### config.mk
export PLATFORM = sky130hd
export DESIGN_NAME = uart_tx_word_sequencer_flat
export DESIGN_NICKNAME = d
export VERILOG_FILES = /design/src/rtl/uart_tx_word_sequencer_if.sv /design/src/rtl/uart_tx_word_sequencer.sv /design/src/flat_wrapper.sv
export SDC_FILE = /design/constraint.sdc
export NUM_CORES = 1
export LEC_CHECK = 0
export BUFFER_PORTS_ARGS = -buffer_cell sky130_fd_sc_hd__buf_4
export CAP_MARGIN = 10
export CORE_ASPECT_RATIO = 1.25
export CORE_UTILIZATION = 40
export CTS_BUF_LIST = sky130_fd_sc_hd__clkbuf_2 sky130_fd_sc_hd__clkbuf_4 sky130_fd_sc_hd__clkbuf_8
export CTS_CLUSTER_SIZE = 20
export DETAILED_ROUTE_END_ITERATION = 16
export RECOVER_POWER = 100
export SETUP_SLACK_MARGIN = 0.4
export SLEW_MARGIN = 0
export SYNTH_ARGS = -nofsm -noshare
export SYNTH_HDL_FRONTEND = slang
export SYNTH_SLANG_ARGS = --single-unit
### constraint.sdc
create_clock -name clk -period 2.9 [get_ports clk]
set_input_delay 0.145 -clock clk [delete_from_list [all_inputs] [get_ports clk]]
set_output_delay 0.145 -clock clk [all_outputs]
set_load 0.02 [all_outputs]
### src/rtl/uart_tx_word_sequencer_if.sv
// ---------------------------------------------------------------------------
// uart_tx_word_sequencer_if
// Groups the word-source handshake, the transmitter write/busy handshake,
// the status pulses and the FSM debug view of uart_tx_word_sequencer.
//
// Handshake semantics:
//   word_valid/word_ready: a word transfers on the rising edge where both are
//   1. word_ready is 1 only while the sequencer is idle. A source that sees
//   word_ready=0 must keep word_valid and word_in steady; nothing is queued.
//   tx_wr/tx_busy: tx_wr is a single-cycle write strobe. It is only issued
//   while tx_busy=0, and tx_data is stable in that cycle.
//
// Signals:
//   word_in[15:0]  word to send, [15:8] first       (source -> sequencer)
//   word_valid     source offers word_in            (source -> sequencer)
//   word_ready     sequencer idle, can take a word  (sequencer -> source)
//   tx_data[7:0]   byte for the transmitter         (sequencer -> transmitter)
//   tx_wr          write strobe                     (sequencer -> transmitter)
//   tx_busy        transmitter sending a frame      (transmitter -> sequencer)
//   done           pulse: both bytes sent
//   timeout_err    pulse: sequence aborted on timeout
//   state_dbg[3:0] current FSM state encoding
//
// Modports: master = the sequencer, slave = its environment.
// ---------------------------------------------------------------------------
interface uart_tx_word_sequencer_if;
  logic [15:0] word_in;
  logic        word_valid;
  logic        word_ready;
  logic [7:0]  tx_data;
  logic        tx_wr;
  logic        tx_busy;
  logic        done;
  logic        timeout_err;
  logic [3:0]  state_dbg;

  modport master (
    input  word_in, word_valid, tx_busy,
    output word_ready, tx_data, tx_wr, done, timeout_err, state_dbg
  );

  modport slave (
    output word_in, word_valid, tx_busy,
    input  word_ready, tx_data, tx_wr, done, timeout_err, state_dbg
  );
endinterface

### src/rtl/uart_tx_word_sequencer.sv
// ---------------------------------------------------------------------------
// uart_tx_word_sequencer
// Sends one 16-bit word to a byte-wide UART transmitter as two frames, high
// byte first, with an idle gap of GAP_CYCLES between them. Aborts with a
// timeout_err pulse if the transmitter never raises tx_busy after a write
// (ACK_TIMEOUT) or keeps it high too long (BUSY_TIMEOUT).
//
// Ports:
//   clk    system clock, rising edge
//   reset  asynchronous, active-low reset
//   bus    uart_tx_word_sequencer_if.master (word handshake, tx handshake,
//          done/timeout_err pulses, state_dbg)
// ---------------------------------------------------------------------------
module uart_tx_word_sequencer #(
  parameter int GAP_CYCLES   = 16,
  parameter int ACK_TIMEOUT  = 8,
  parameter int BUSY_TIMEOUT = 4096
) (
  input  logic                       clk,
  input  logic                       reset,
  uart_tx_word_sequencer_if.master   bus
);

  localparam int CNT_MAX_A = (GAP_CYCLES > ACK_TIMEOUT) ? GAP_CYCLES : ACK_TIMEOUT;
  localparam int CNT_MAX   = (CNT_MAX_A > BUSY_TIMEOUT) ? CNT_MAX_A : BUSY_TIMEOUT;
  localparam int CW        = $clog2(CNT_MAX) + 1;

  // Terminal counts: the counter is 0 in the first cycle of a state, so the
  // N-th cycle of a state sees N-1.
  localparam logic [CW-1:0] GAP_LAST  = CW'(GAP_CYCLES - 1);
  localparam logic [CW-1:0] ACK_LAST  = CW'(ACK_TIMEOUT - 1);
  localparam logic [CW-1:0] BUSY_LAST = CW'(BUSY_TIMEOUT - 1);

  typedef enum logic [3:0] {
    IDLE    = 4'd0,
    LOAD_HI = 4'd1,
    ACK_HI  = 4'd2,
    WAIT_HI = 4'd3,
    GAP     = 4'd4,
    LOAD_LO = 4'd5,
    ACK_LO  = 4'd6,
    WAIT_LO = 4'd7,
    DONE    = 4'd8
  } state_t;

  state_t        state, state_nxt;
  logic [CW-1:0] cnt;
  logic [7:0]    lo_byte_q;
  logic [7:0]    tx_data_q;
  logic          take;
  logic          wr;
  logic          done_p;
  logic          err_p;

  assign take = (state == IDLE) && bus.word_valid;

  // Next state and pulse outputs. Timeouts are flagged in the last allowed
  // cycle of ACK/WAIT, and the FSM returns straight to IDLE.
  always_comb begin
    state_nxt = state;
    wr        = 1'b0;
    done_p    = 1'b0;
    err_p     = 1'b0;
    unique case (state)
      IDLE:    if (bus.word_valid) state_nxt = LOAD_HI;
      LOAD_HI: if (!bus.tx_busy) begin
                 wr        = 1'b1;
                 state_nxt = ACK_HI;
               end
      ACK_HI:  if (bus.tx_busy)          state_nxt = WAIT_HI;
               else if (cnt == ACK_LAST) begin
                 err_p     = 1'b1;
                 state_nxt = IDLE;
               end
      WAIT_HI: if (!bus.tx_busy)         state_nxt = GAP;
               else if (cnt == BUSY_LAST) begin
                 err_p     = 1'b1;
                 state_nxt = IDLE;
               end
      GAP:     if (cnt == GAP_LAST)      state_nxt = LOAD_LO;
      LOAD_LO: if (!bus.tx_busy) begin
                 wr        = 1'b1;
                 state_nxt = ACK_LO;
               end
      ACK_LO:  if (bus.tx_busy)          state_nxt = WAIT_LO;
               else if (cnt == ACK_LAST) begin
                 err_p     = 1'b1;
                 state_nxt = IDLE;
               end
      WAIT_LO: if (!bus.tx_busy)         state_nxt = DONE;
               else if (cnt == BUSY_LAST) begin
                 err_p     = 1'b1;
                 state_nxt = IDLE;
               end
      DONE: begin
        done_p    = 1'b1;
        state_nxt = IDLE;
      end
      default: state_nxt = IDLE;
    endcase
  end

  always_ff @(posedge clk or negedge reset) begin
    if (!reset) begin
      state <= IDLE;
    end else begin
      state <= state_nxt;
    end
  end

  // Per-state cycle counter: restarts on every state change, saturates.
  always_ff @(posedge clk or negedge reset) begin
    if (!reset) begin
      cnt <= '0;
    end else if (state_nxt != state) begin
      cnt <= '0;
    end else if (cnt != '1) begin
      cnt <= cnt + CW'(1);
    end
  end

  // The high byte goes straight to tx_data on accept; only the low byte
  // needs to be kept until the gap ends.
  always_ff @(posedge clk or negedge reset) begin
    if (!reset) begin
      lo_byte_q <= 8'h00;
      tx_data_q <= 8'h00;
    end else begin
      if (take) begin
        lo_byte_q <= bus.word_in[7:0];
        tx_data_q <= bus.word_in[15:8];
      end else if (state == GAP && state_nxt == LOAD_LO) begin
        tx_data_q <= lo_byte_q;
      end
    end
  end

  assign bus.word_ready  = (state == IDLE);
  assign bus.tx_data     = tx_data_q;
  assign bus.tx_wr       = wr;
  assign bus.done        = done_p;
  assign bus.timeout_err = err_p;
  assign bus.state_dbg   = state;

endmodule

### src/flat_wrapper.sv
// flat-port wrapper written by rule: the top's interface ports become plain ports
module uart_tx_word_sequencer_flat 
#(
  parameter int GAP_CYCLES   = 16,
  parameter int ACK_TIMEOUT  = 8,
  parameter int BUSY_TIMEOUT = 4096
)
  (clk, reset, bus_word_in, bus_word_valid, bus_tx_busy, bus_word_ready, bus_tx_data, bus_tx_wr, bus_done, bus_timeout_err, bus_state_dbg);
  uart_tx_word_sequencer_if bus_i ();
  input  logic clk;
  input  logic reset;
  input wire logic [$bits(bus_i.word_in)-1:0] bus_word_in;
  input wire logic [$bits(bus_i.word_valid)-1:0] bus_word_valid;
  input wire logic [$bits(bus_i.tx_busy)-1:0] bus_tx_busy;
  output wire logic [$bits(bus_i.word_ready)-1:0] bus_word_ready;
  output wire logic [$bits(bus_i.tx_data)-1:0] bus_tx_data;
  output wire logic [$bits(bus_i.tx_wr)-1:0] bus_tx_wr;
  output wire logic [$bits(bus_i.done)-1:0] bus_done;
  output wire logic [$bits(bus_i.timeout_err)-1:0] bus_timeout_err;
  output wire logic [$bits(bus_i.state_dbg)-1:0] bus_state_dbg;
  assign bus_i.word_in = bus_word_in;
  assign bus_i.word_valid = bus_word_valid;
  assign bus_i.tx_busy = bus_tx_busy;
  assign bus_word_ready = bus_i.word_ready;
  assign bus_tx_data = bus_i.tx_data;
  assign bus_tx_wr = bus_i.tx_wr;
  assign bus_done = bus_i.done;
  assign bus_timeout_err = bus_i.timeout_err;
  assign bus_state_dbg = bus_i.state_dbg;
  uart_tx_word_sequencer #(.GAP_CYCLES(GAP_CYCLES), .ACK_TIMEOUT(ACK_TIMEOUT), .BUSY_TIMEOUT(BUSY_TIMEOUT)) u_core (.clk(clk), .reset(reset), .bus(bus_i));
endmodule
==> results of run 1 <==
[cell usage in the layout, fill, tap and decap left out, types with 3 or more instances in the layout]
cell	synthesis	routed
clkbuf_1	8	17
a21oi_1	5	5
nor4_1	3	3
nor2_1	6	6
nand3_1	4	4
clkbuf_8	0	6
o21ai_0	1	8
nand4_1	5	5
xor2_1	7	7
nand2_1	16	16
inv_1	3	3
mux2i_1	9	9
nor2_2	10	11
buf_4	0	19
mux2_2	8	8
and3_1	7	7
dfrtp_1	33	33
[layer usage]
layer  vias up  routed length [um]
li1        668                   -
met1       645                1480
met2        38                1890
met3         6                 144
met4         0                  74
met5         -                   0
[power breakdown]
group          internal (uW)  switching (uW)  leakage [uW]
clock                    289             159     0.0000619
combinational            257             403      0.000405
sequential               613             133      0.000423
total                   1160             695      0.000890
[final cells by class]
type / instances / area [sq um]
Fill cell: 403 / 2030
Clock buffer: 7 / 90.1
Sequential cell: 33 / 826
Timing Repair Buffer: 37 / 216
Tap cell: 56 / 70.1
Inverter: 3 / 11.3
Multi-Input combinational cell: 120 / 821
Clock inverter: 1 / 30.0
[tightest hold or removal path, delay by kind of cell]
kind / cells / cell delay [ps]
buf+inv: 1 / 80
compound gates: 1 / 50
simple gates: 1 / 30
[worst max-delay path by stage]
stage	from	to	slack [ps]
after floorplan	u_core.bus.state_dbg[0]	u_core.lo_byte_q[4]	760
after global placement	u_core.cnt[9]	u_core.cnt[3]	590
after detailed placement	u_core.cnt[9]	u_core.cnt[3]	520
after CTS	u_core.cnt[9]	u_core.cnt[3]	510
after global routing	u_core.cnt[4]	u_core.bus.tx_data[2]	310
final	u_core.cnt[0]	bus_timeout_err	480
[what timing repair did]
action / CTS / global route
gates resized for setup: 0 / 1
endpoints found under the hold margin: 33 / 0
setup endpoints to repair: 0 / 1
hold buffers: 1 / 0
setup buffers: 0 / 0
[flip-flops by register name, indices dropped and copies added, names as in the netlist]
name	flops
u_core.lo_byte_q	8
u_core.bus.state_dbg	4
u_core.cnt	13
u_core.bus.tx_data	8
[metrics by stage]
stage	power, uW	hold slack (ps)	area, sq um
2_1_floorplan	1270	-151	1710
3_3_place_gp	1490	111	2010
3_5_place_dp	1510	117	2010
4_1_cts	1980	59.4	2140
5_1_grt	1990	67.7	2060
6_report	1850	67.9	2060
[logic make-up (layout without fill, tap and decap cells)]
family,after synthesis,count (layout)
flops,33,33
compound gates,24,24
mux,17,17
simple gates,69,69
buf+inv,13,48
fa+ha+maj,1,1
xor+xnor,9,9
==> run metrics, run 1 <==
Max VDD drop between 0.0004 and 0.0005 V; Final Hold Vio Count 0; Slew HR -0.182; final cell count without fillers 257; TNS Setup 0 ps; DP Wirelength 2520 um; RR Endpoint u_core.bus.tx_data[2]; r2r setup slk around 510 ps; Seq/Total Area, Yosys 0.482; # DRC 0; mux cell area share after synthesis 0.105; WL final ~3600 um; I/O Buffers 35; drt pass-1 iters 4; die area approximately 4500 sq um; number of diodes 0; simple-gate portion of the synthesized area 0.236; max-cap viol count 1; FF+latch count, synth 33; met1 Usage GRT 0.205; Crit-path slowest cell or4bb_1; Critical Path RT roughly 2800 ps; Clock Skews ~7.0 ps; Crit Reg-Reg Startpoint u_core.cnt[4]; CTS max path bufs 2; Setup WS pre-CTS 523 ps; Routed Antenna Nets 0; post-synthesis adder-cell area fraction 0.00731; total gr overflow 0; violated checks capacitance limit, slew limit; Avg Vias per Cell around 5.3; IO Pins 36; CP Buf/Inv Count 1; Hold Path End u_core.bus.tx_data[7]; Largest stage delay, worst path approximately 500 ps; largest area contributor in the netlist dfrtp_1; vias in the first global route approximately 1.3k; Layout Nets about 220; status complete, but fails checks; Worst setup SP type register; Placer Congestion 0.826; gr usage total 0.181; wire per inst ~14 um; ranking of synthesized cells by area dfrtp_1, mux2i_1, mux2_2; gate count of the mapped netlist 166; family with the most delay on the worst path simple AND/OR/NAND/NOR gates; via count 1357; worst min path class input port to register; Max H-tree Level 2; Cell Pwr Density around 900 nW/um^2; syn_nets about 190; hold path start bus_word_in[15]; hold path depth 3; clk root buf clkbuf_8; overall die width between 60 and 70 um; Cells after DPL around 250; Global Route met2 Usage 0.314; largest family of logic cells by synthesized area simple AND/OR/NAND/NOR gates; Layout area overhead 20.6%; top post-synthesis cells by count dfrtp_1, nand2_1, nor2_2; first-pass GRT wire length 5990 um; fin crit share 0.834; ys async rst share 1.00; Setup Crit Path Kind register to output pin; Synth Area in Compound Gates 0.0899; R2R cell count 5; XOR/XNOR Fraction of Synth Area 0.0461; initial antenna violation count 0; Die Ht about 75 um; met3 usage 0.0412; utilization after layout 0.504; count leader, synth dfrtp_1; Leak between 0.0008 and 0.0009 uW; Crit Path Max Fanout 5; synthesis warning total 0; Starting DRT DRC Count roughly 100; critical path capture point type output pin; Core ar. between 4000 and 5000 sq um; Worst EP arrival 2270 ps; fin. max-slew vios 34; Top FF cell, synth dfrtp_1; GR peak layer met2; cell depth of the worst setup path 6; Slew @ Worst Pin approximately 1800 ps; clock transition at the registers of the reported paths roughly 60 ps; top cell type's share of synthesized area 0.482; CTS tree yes; final worst slack 481 ps; CTS buffer count 5; Setup-failing EPs final 0; Post-synth EDFFs 0; Yosys cell types 44; RSZ-0062 raised after global routing no; CTS sink cnt 33; proportion of layout cells with a drive suffix above 1 0.244; starting density of the core 0.418; Syn Std Cell Area ~1700 sq um; clk_lat worst skew ~280 ps; Mean Syn Cell Area approximately 10 sq um; largest net degree at the start of global routing 34; Fmax 0.413 GHz; placement row count 26; CP Cell Sequence ha_1, or4bb_1, nor4_1, nand2_1, a21oi_1, clkbuf_1; Tmin final 2420 ps
Power figures use the tool's default switching activity.
==> run 2: changes to the inputs <==
clock period = 2.15 ns   (was 2.9 ns; I/O delays follow)
==> run 2 against run 1 <==
  * The flow now finishes without violations
  * Cell count grew 11%
  * Total power grew 57%
  * Setup slack lost 480 ps
  * Final area grew 20%
  * Utilization grew 10 points
  * Non-clock buffer count grew 28
  * Count of clock-buffer cells in the layout shrank 1
  * Die area is the same
  * Wire length grew 9.1%
  * Sequential share of layout area shrank 6.6 points
  * Global-route usage grew 0.55 points
  * First-iteration DRC count shrank 1.0%
  * Largest cell class is now multi-input gates
  * Highest routed layer unchanged
==> run metrics, run 2 (synthesis gave the netlist of run 1 again) <==
via count 1468 (was 1357); IO Pins 36 (unchanged); Starting DRT DRC Count 97 (was 98); CP Cell Sequence or4_4, or4_4, a31oi_4, o2bb2ai_4, buf_6, nor2_2 (was ha_1, or4bb_1, nor4_1, nand2_1, a21oi_1, clkbuf_1); vias in the first global route 1425 (was 1345); Tmin final roughly 2100 ps; commonest non-fill, non-tap cell in the layout buf_4 (was dfrtp_1); Final Hold Vio Count 0 (unchanged); wire per inst 13.7 um (was 14.0 um); total gr overflow 0 (unchanged); number of diodes 0 (unchanged); CTS tree yes (unchanged); max reg flops 13 (unchanged); fin crit share 0.997; Setup-failing EPs final 0 (unchanged); family with the most delay on the worst path simple AND/OR/NAND/NOR gates (unchanged); TNS Setup 0 ps (unchanged); max-cap viol count 0 (was 1); Clk network pwr share 0.199 (was 0.242); Switching Share 0.376 (was 0.375); Critical Path RT 2320 ps (was 2760 ps); die area 4550 sq um (unchanged); Internal 1820 uW (was 1160 uW); Layout area overhead 45.1% (was 20.6%); Largest stage delay, worst path 580 ps (was 500 ps); Core ar. 4100 sq um (unchanged); final cell count without fillers 285 (was 257); beginning of the critical path u_core.cnt[11] (was u_core.cnt[0]); critical path capture point type register (was output pin); fin. max-slew vios 0 (was 34); Fmax roughly 0.47 GHz; Placer Congestion 0.819 (was 0.826); CP Buf/Inv Count 1 (unchanged); RSZ-0062 raised after global routing yes (was no); Crit Reg-Reg Startpoint u_core.cnt[11] (was u_core.cnt[4]); Leak 0.00108 uW (was 0.000890 uW); DP Wirelength 2680 um (was 2520 um); # DRC 0 (unchanged); proportion of layout cells with a drive suffix above 1 0.450 (was 0.244); most frequent cells in the layout buf_4, dfrtp_1, nand2_1 (was dfrtp_1, buf_4, clkbuf_1); worst min path class input port to register (unchanged); sw power 1100 uW (was 695 uW); Worst EP arrival 2310 ps (was 2270 ps); Comb power frac 0.455 (was 0.356); Cells after DPL 264 (was 248); Most common cell on crit path or4_4; Clock Skews 9.42 ps (was 7.03 ps); Routed Antenna Nets 0 (unchanged); CTS buffer count 5 (unchanged); Setup Crit Path Kind register to register (was register to output pin); Reg with most FFs u_core.cnt (unchanged); Slew HR 0.462 (was -0.182); clock transition at the registers of the reported paths 70 ps (was 60 ps); Die Ht 75.1 um (unchanged); Cell Pwr Density 1170 nW/um^2 (was 898 nW/um^2); CTS sink cnt 33 (unchanged); Crit-path slowest cell or4_4 (was or4bb_1); overall die width 60.5 um (unchanged); placement row count 26 (unchanged); clk root buf clkbuf_8 (unchanged); I/O Buffers 35 (unchanged); Avg Vias per Cell 5.15 (was 5.28); WL final 3910 um (was 3590 um); status completed (was complete, but fails checks); Max VDD drop 0.000855 V (was 0.000410 V); hold path start bus_word_in[10] (was bus_word_in[15]); Layout Nets 249 (was 221); sequential power share 0.346 (was 0.402); initial antenna violation count 0 (unchanged); Slew @ Worst Pin 808 ps (was 1770 ps); drt pass-1 iters 4 (unchanged); first-pass GRT wire length 6200 um (was 5990 um); Worst setup SP type register (unchanged); Max H-tree Level 2 (unchanged); gr usage total 0.186 (was 0.181); starting density of the core 0.418 (unchanged); clk_lat worst skew 290 ps (was 280 ps); largest net degree at the start of global routing 34 (unchanged); CTS max path bufs 2 (unchanged); Crit Path Max Fanout 6 (was 5)
[run 2: final timing paths]
| kind | end | slack, ps | cells after the start |
|---|---|---|---|
| min reg2reg | u_core.lo_byte_q[7] | 510 | 1 |
| min | u_core.bus.tx_data[2] | 30 | 3 |
| max | u_core.cnt[5] | 6 | 6 |
| max in group asynchronous | u_core.bus.state_dbg[0] | 1140 | 2 |
| max reg2reg | u_core.cnt[5] | 6 | 6 |
| min in group asynchronous | u_core.lo_byte_q[3] | 450 | 2 |
[run 2: metal layers]
metal | vias to the layer above | GRT usage | routed length, um
li1 | 720 | - | -
met1 | 714 | 0.196 | 1590
met2 | 29 | 0.352 | 2170
met3 | 5 | 0.0464 | 109
met4 | 0 | 0.0682 | 51
met5 | - | 0 | 0
[run 2: worst min-delay path: stages]
cell,delay (ps)
buf_4,80
nand2_1,30
o21ai_1,60
[run 2: stage by stage]
stage	instance area (sq um)	utilization	total power, uW	hold slack [ps]	worst slack (ps)
3_3_place_gp	2170	0.530	2090	64.3	4.99
2_1_floorplan	1770	-	1780	-188	83.3
6_report	2480	0.606	2910	28.5	5.54
5_1_grt	2480	0.606	3080	23.9	-31.4
3_5_place_dp	2170	0.530	2130	74.3	-32.6
4_1_cts	2430	0.592	2880	19.7	-16.0
[run 2: cell type report]
| class | instances | area, sq um |
|---|---|---|
| multi-input combinational | 120 | 973 |
| clock buffer | 6 | 76.3 |
| fill | 366 | 1620 |
| sequential | 33 | 828 |
| clock inverter | 2 | 35.0 |
| timing repair buffer | 65 | 489 |
| tap | 56 | 70.1 |
| inverter | 3 | 11.3 |
[run 2: what timing repair did]
| item | in CTS | in global routing |
|---|---|---|
| endpoints found under the hold margin | 33 | 0 |
| gates resized for setup | 11 | 14 |
| setup buffers | 9 | 3 |
| pin swaps | 12 | 13 |
| hold buffers | 1 | 0 |
| setup endpoints to repair | 25 | 33 |
[run 2: power groups by stage]
stage          sequential, uW  clock (uW)  combinational, uW
2_1_floorplan            1070           0                713
5_1_grt                  1030         616               1430
6_report                 1010         579               1330
4_1_cts                  1000         597               1280
3_3_place_gp             1000           0               1080
3_5_place_dp             1020           0               1110
